$ cat src/rtl/axis_msg_arbiter.sv
// Round-robin, packet-locked merge of NUM_PORTS byte-wide AXI-Stream sources into one
// fully registered output stream. Overlong packets are cut at MAX_LEN beats with a forced
// tlast and the rest of the source packet is consumed and dropped.
module axis_msg_arbiter #(
    parameter int unsigned NUM_PORTS = 4,
    parameter int unsigned MAX_LEN   = 64
) (
    input  logic                   i_clk,
    input  logic                   i_rst,
    input  logic [8*NUM_PORTS-1:0] i_tdata,
    input  logic [NUM_PORTS-1:0]   i_tlast,
    input  logic [NUM_PORTS-1:0]   i_tvalid,
    output logic [NUM_PORTS-1:0]   o_tready,
    output logic [7:0]             o_tdata,
    output logic                   o_tlast,
    output logic                   o_tvalid,
    input  logic                   i_tready
);

    localparam int unsigned PW = (NUM_PORTS > 1) ? $clog2(NUM_PORTS) : 1;
    // Count must reach MAX_LEN-1 for the truncation compare, plus one for the increment.
    localparam int unsigned CW = $clog2(MAX_LEN + 1);
    localparam logic [CW-1:0] LastCnt = CW'(MAX_LEN - 1);
    localparam logic [PW-1:0] LastPort = PW'(NUM_PORTS - 1);

    typedef enum logic [1:0] {
        StIdle,
        StFwd,
        StDrain
    } state_e;

    state_e        state_q, state_d;
    logic [PW-1:0] ptr_q, ptr_d;
    logic [PW-1:0] grant_q, grant_d;
    logic [CW-1:0] cnt_q, cnt_d;
    logic [7:0]    tdata_q, tdata_d;
    logic          tlast_q, tlast_d;
    logic          tvalid_q, tvalid_d;

    logic          req_any;
    logic [PW-1:0] pick;
    logic [7:0]    sel_data;
    logic          sel_last;
    logic          sel_valid;
    logic          ready_g;
    logic [PW-1:0] ptr_next;

    // Round-robin search starting at ptr; lowest offset from ptr wins.
    always_comb begin
        logic [PW-1:0] idx;
        req_any = 1'b0;
        pick    = '0;
        idx     = '0;
        for (int i = NUM_PORTS - 1; i >= 0; i--) begin
            idx = PW'((int'(ptr_q) + i) % int'(NUM_PORTS));
            if (i_tvalid[idx]) begin
                req_any = 1'b1;
                pick    = idx;
            end
        end
    end

    // Mux of the granted source and fan-out of its ready.
    always_comb begin
        sel_data  = '0;
        sel_last  = 1'b0;
        sel_valid = 1'b0;
        o_tready  = '0;
        for (int p = 0; p < NUM_PORTS; p++) begin
            if (PW'(p) == grant_q) begin
                sel_data    = i_tdata[8*p +: 8];
                sel_last    = i_tlast[p];
                sel_valid   = i_tvalid[p];
                o_tready[p] = ready_g;
            end
        end
    end

    assign ptr_next = (grant_q == LastPort) ? '0 : grant_q + 1'b1;

    // Next-state logic: arbitration, forwarding into the output slice, and draining.
    always_comb begin
        state_d  = state_q;
        ptr_d    = ptr_q;
        grant_d  = grant_q;
        cnt_d    = cnt_q;
        tdata_d  = tdata_q;
        tlast_d  = tlast_q;
        tvalid_d = tvalid_q & ~i_tready;
        ready_g  = 1'b0;
        case (state_q)
            StIdle: begin
                if (req_any) begin
                    grant_d = pick;
                    cnt_d   = '0;
                    state_d = StFwd;
                end
            end
            StFwd: begin
                // Single-entry slice: accept when empty or being emptied this cycle.
                ready_g = ~tvalid_q | i_tready;
                if (sel_valid && ready_g) begin
                    tdata_d  = sel_data;
                    tvalid_d = 1'b1;
                    tlast_d  = sel_last | (cnt_q == LastCnt);
                    cnt_d    = cnt_q + CW'(1);
                    if (sel_last) begin
                        state_d = StIdle;
                        ptr_d   = ptr_next;
                    end else if (cnt_q == LastCnt) begin
                        state_d = StDrain;
                    end
                end
            end
            StDrain: begin
                // Dropped beats never touch the output register, so ignore i_tready.
                ready_g = 1'b1;
                if (sel_valid && sel_last) begin
                    state_d = StIdle;
                    ptr_d   = ptr_next;
                end
            end
            default: state_d = StIdle;
        endcase
    end

    // State and output registers with synchronous reset.
    always_ff @(posedge i_clk) begin
        if (i_rst) begin
            state_q  <= StIdle;
            ptr_q    <= '0;
            grant_q  <= '0;
            cnt_q    <= '0;
            tdata_q  <= '0;
            tlast_q  <= 1'b0;
            tvalid_q <= 1'b0;
        end else begin
            state_q  <= state_d;
            ptr_q    <= ptr_d;
            grant_q  <= grant_d;
            cnt_q    <= cnt_d;
            tdata_q  <= tdata_d;
            tlast_q  <= tlast_d;
            tvalid_q <= tvalid_d;
        end
    end

    assign o_tdata  = tdata_q;
    assign o_tlast  = tlast_q;
    assign o_tvalid = tvalid_q;

endmodule

$ cat config.mk
export PLATFORM = sky130hd
export DESIGN_NAME = axis_msg_arbiter
export DESIGN_NICKNAME = d
export VERILOG_FILES = /design/src/rtl/axis_msg_arbiter.sv
export SDC_FILE = /design/constraint.sdc
export NUM_CORES = 1
export LEC_CHECK = 0
export BUFFER_PORTS_ARGS = -buffer_cell sky130_fd_sc_hd__clkbuf_2
export CAP_MARGIN = 20
export CORE_MARGIN = 2
export CORE_UTILIZATION = 50
export CTS_CLUSTER_DIAMETER = 150
export CTS_CLUSTER_SIZE = 20
export DETAILED_ROUTE_END_ITERATION = 6
export PLACE_DENSITY = 0.76
export SLEW_MARGIN = 20
export SYNTH_ARGS = -nofsm -noshare
export SYNTH_HDL_FRONTEND = slang
export SYNTH_SLANG_ARGS = --single-unit
$ cat constraint.sdc
create_clock -name i_clk -period 2.55 [get_ports i_clk]
set_input_delay 0.255 -clock i_clk [delete_from_list [all_inputs] [get_ports i_clk]]
set_output_delay 0.255 -clock i_clk [all_outputs]
set_load 0.1 [all_outputs]
# Word level (Yosys, flattened, before mapping)
# Index checks and enable logic that the tools add are counted.
# W data, S select, Z words.
# totals
ff_bits	23
latch_bits	0
mem_bits_rw	0
mem_bits_ro	0
in_bits	43
out_inout_bits	14
mem_count	0
# classes
addsub	5
n_mul	0
n_div	0
n_lt_le_gt_ge	4
eq_ne	12
shift	0
muxes	49
bitwise_logic	5
n_reduce_logical	11
# ops
op	n
$mux W8	4
$mux W2	13
$mux W1	22
$mux W7	2
$pmux W7 S2	1
$lt A2 B3 Y1 const B	4
$bmux W1 S2	4
$ne A2 B2 Y1 const B	4
$reduce_and A4 Y1	2
$add A7 B1 Y7 const B	1
$eq A7 B6 Y1 const B	1
$pmux W2 S3	1
$add A2 B1 Y2 const B	2
$add A2 B2 Y2 const B	2
$eq A2 B2 Y1 const A	2
$eq A2 B2 Y1 const B	2
$logic_not A2 Y1	2
$pmux W2 S2	1
$reduce_and A2 Y1	2
$reduce_bool A2 Y1	2
$ne A3 B3 Y1 const B	1
$reduce_and A3 Y1	1
$eq A1 B2 Y1 const A	1
$eq A2 B1 Y1 const B	1
other kinds (5)	8

# Depth between registers and ports, before layout
# depth
word_depth	9
mapped_depth	9
depth_no_buf	7

# Worst setup path before layout
# Ideal clock, no wire load.
# synth_path
kind	register to output
from	reg grant_q[0]
to	out o_tready[3]
arrival_ns	2.008
path_slack_ns	0.287
stages_incl_launch_ff	5
path_buffers	2
cell_sequence	dfxtp_1 ha_1 clkbuf_1 clkbuf_1 and2_1
# synth_via
elab_chain_len	2
# synth_rtl
element	line_no	text
start, declared	34	logic [PW-1:0] grant_q, grant_d;
start signal, assigned	140	grant_q <= grant_d;
$eq A2 B2 Y1	70	if (PW'(p) == grant_q) begin
$mux W1	70	
end, declared	13	output logic [NUM_PORTS-1:0] o_tready,
# No other way between the ends.

# Worst setup path in the final report
# layout_path
from	reg state_q[1]
to	out o_tready[2]
# layout_via
elab_chain_len	3
elab_cells_between_ends	4
classes_between	eq/ne (2); mux (2)
# layout_rtl
element	line_no	text
start, declared	32	state_e state_q, state_d;
start signal, assigned	130	state_q <= StIdle;
start signal, assigned	138	state_q <= state_d;
$eq A2 B2 Y1 / $eq A2 B1 Y1 (equally long branches)	91	case (state_q)
$pmux W1 S2 *	91	
$mux W1 *	70	
# Every way passes the cells marked *; elsewhere a longest branch is shown, timed or not.

==> impl_metrics.env <==
export IMPL_yosysSeqAreaShare_pct=28.8
export IMPL_worst_setup_path_end_kind="primary output"
export IMPL_cap_viol_max_count=0
export IMPL_hold_class="in -> reg"
export IMPL_tightest_slew_ps=556
export IMPL_min_period_ps=2210
export IMPL_critPathSlowestCell="clkbuf_2"
export IMPL_hold_end="o_tdata[1]"
export IMPL_netlist_area_mm2=0.00160
export IMPL_status="finished, final reports clean"
export IMPL_cts_path_max_buffers=2
export IMPL_finalHoldViolations=0
export IMPL_dieWidth_um=60.5
export IMPL_slowest_delay_ps=450
export IMPL_drtIter0Drc=51
export IMPL_cts_sinks=23
export IMPL_first_pass_iters=4
export IMPL_postCtsHoldBufs=0
export IMPL_htreeDepth=1
export IMPL_r2r_end="state_q[1]"
export IMPL_synth_area_mux_share_pct=0.627
export IMPL_die_h_um=60.5
export IMPL_final_nets=311
export IMPL_antenna_found_initial=0
export IMPL_worstSetupPathType="reg -> out"
export IMPL_rsz0062_at_grt="false"
export IMPL_syn_avg_cell_area_um2=7.68
export IMPL_required_ps=2300
export IMPL_arrival_ps=1960
export IMPL_pin_count=57
export IMPL_syn_nets=259
export IMPL_fin_setup_tns_ps=0
export IMPL_synth_simple_gate_area_share_pct=28.8
export IMPL_num_vias=1695
export IMPL_final_layout_size_suffix_gt1_share_pct=27.4
export IMPL_cellLeakagePower_nw=0.871
export IMPL_whs_ps=269
export IMPL_fmax_mhz=452
export IMPL_slew_headroom_pct=62.9
export IMPL_yosysUniqueCellTypes=39
export IMPL_flow_area_growth_from_synthesis_pct=21.4
export IMPL_initial_utilization_pct=52.3
export IMPL_worstSkewPairLatency_ps=320
export IMPL_clkTransAtPathRegs_ps=140
export IMPL_start_kind="register"
export IMPL_grt_use_total_pct=22.5
export IMPL_maxSlewViolCount=0
export IMPL_synth_seq_cells=23
export IMPL_root_buffer="clkbuf_4"
export IMPL_cts_buffers=3
export IMPL_crit_buf_inv=2
export IMPL_hp_start="i_tdata[25]"
export IMPL_overflow=0
export IMPL_ant_nets=0
export IMPL_gp_congestion=0.798
export IMPL_reg2reg_slack_ps=420
export IMPL_setup_violations_final=0
export IMPL_synth_xor_area_share_pct=0
export IMPL_r2r_cells=7
export IMPL_drc=0
export IMPL_portBuffers=56
export IMPL_p_per_area_mw_per_mm2=967
export IMPL_grt_max_degree=27
export IMPL_cts_tree="yes"
export IMPL_worstPathMaxFanout=4
export IMPL_die_area_mm2=0.00366
export IMPL_syn_inst=208
export IMPL_hold_depth=4
export IMPL_cts_setup_buffers=0
export IMPL_num_rows=20
export IMPL_r2r_start="grant_q[0]"
export IMPL_dp_hpwl_um=2920
export IMPL_cts_resized_gates=0
export IMPL_wire_per_inst_um=12.2
export IMPL_synthAdderAreaFrac_pct=6.27
export IMPL_crit_family="buffers and inverters"
export IMPL_ys_warn_count=0
export IMPL_core_area_mm2=0.00305
export IMPL_vias_per_cell=5.59
export IMPL_wl_um=3710
export IMPL_grt_pass1_wl_um=6310
export IMPL_path_cells="inv_1 > ha_1 > nor2b_1 > o21a_1 > and2_1 > clkbuf_2"
export IMPL_period_share_pct=86.8
export IMPL_diodes=0
export IMPL_fin_skew_ps=16.0
export IMPL_synth_top_family_by_area="compound AO/OA/AOI/OAI gates"
export IMPL_ir_worst_vdd_v=0.000444
export IMPL_grt_pass1_vias=1585
export IMPL_synth_compound_area_share_pct=29.2
-- worst max path at each step --
stage | startpoint | endpoint | slack, ps | depth (start not counted)
after floorplan | grant_q[0] | o_tready[3] | 290 | 4
after global placement | grant_q[0] | state_q[0] | 460 | 7
after detailed placement | grant_q[0] | cnt_q[5] | 440 | 8
after CTS | state_q[1] | o_tready[2] | 340 | 6
after global routing | grant_q[0] | state_q[1] | 160 | 7
final | state_q[1] | o_tready[2] | 340 | 6
-- cells in the final DEF (no fill, tap or decap), types with 7 or more instances in the layout --
master / n
dfxtp_1: 23
o21ai_0: 8
nand3b_1: 11
nor3_1: 9
nand2_1: 21
nor2b_1: 7
ha_1: 8
inv_1: 8
a21oi_1: 27
and2_1: 7
clkbuf_2: 56
nor2_1: 17
o211a_1: 7
-- power breakdown --
part	switching [mW]	total, mW	internal (mW)
clock network	0.117	0.176	0.0587
registers	0.0491	0.488	0.439
logic	0.836	1.21	0.375
-- cells by family after synthesis --
group,count (synthesis)
AO/OA/AOI/OAI,66
adder cells (fa/ha/maj),8
buffers and inverters,22
flip-flops,23
multiplexers,1
AND/OR/NAND/NOR,88
-- through the flow --
| stage | area, um^2 | power [mW] | setup WS, ps | instances | utilization [%] |
|---|---|---|---|---|---|
| 5_1_grt | 1940 | 2.02 | 156 | 303 | 63.5 |
| 3_5_place_dp | 1910 | 1.71 | 438 | 299 | 62.6 |
| 2_1_floorplan | 1600 | 1.48 | 287 | 208 | - |
| 3_3_place_gp | 1910 | 1.70 | 461 | 299 | 62.6 |
| 6_report | 1940 | 1.87 | 336 | 303 | 63.5 |
| 4_1_cts | 1940 | 1.88 | 343 | 303 | 63.5 |
-- flip-flops by register name, indices dropped and copies added (netlist names) --
name	flops
o_tdata	8
state_q	2
grant_q	2
o_tvalid	1
cnt_q	7
ptr_q	2
o_tlast	1
-- cell type report --
cell class / instances / area [um^2]
Inverter: 8 / 30.0
Multi-Input combinational cell: 163 / 1030
Clock inverter: 1 / 5.00
Timing Repair Buffer: 61 / 330
Clock buffer: 3 / 22.5
Fill cell: 311 / 1110
Tap cell: 44 / 55.1
Sequential cell: 23 / 460
-- worst min-delay path, delay by kind of cell --
family,cells,cell delay [ps]
AND/OR/NAND/NOR,2,90
AO/OA/AOI/OAI,1,140
buffers and inverters,1,80
-- per-layer routing --
layer	GRT usage (%)	routed length (um)
met1	25.6	1590
met2	42.2	1910
met3	2.77	132
met4	9.32	80
met5	0	0
-- Yosys cell counts --
master | number | area share (%)
a2111oi_0 | 1 | 0.55
a211o_1 | 1 | 0.55
a211oi_1 | 2 | 0.94
a211oi_2 | 2 | 1.6
a21oi_1 | 27 | 8.5
a21oi_2 | 1 | 0.55
a221o_2 | 1 | 0.71
a221oi_1 | 2 | 1.1
a311oi_1 | 4 | 2.2
a311oi_2 | 2 | 1.9
a31oi_1 | 2 | 0.78
a41oi_1 | 2 | 1.1
and2_1 | 7 | 2.7
and3_1 | 2 | 0.78
buf_1 | 2 | 0.47
buf_2 | 2 | 0.63
buf_4 | 2 | 0.94
buf_6 | 1 | 0.71
clkbuf_1 | 6 | 1.4
clkbuf_2 | 1 | 0.31
dfxtp_1 | 23 | 29
ha_1 | 8 | 6.3
inv_1 | 8 | 1.9
mux2i_1 | 1 | 0.63
nand2_1 | 21 | 4.9
nand2b_1 | 4 | 1.6
nand3_1 | 2 | 0.63
nand3b_1 | 11 | 5.2
nand4_1 | 2 | 0.78
nor2_1 | 17 | 4.0
nor2b_1 | 7 | 2.7
nor3_1 | 9 | 2.8
nor3b_1 | 3 | 1.4
nor4_1 | 1 | 0.39
o211a_1 | 7 | 4.4
o21a_1 | 1 | 0.47
o21ai_0 | 8 | 2.5
o31ai_1 | 3 | 1.4
or3_1 | 2 | 0.78
(Power assumes the default switching activity.)
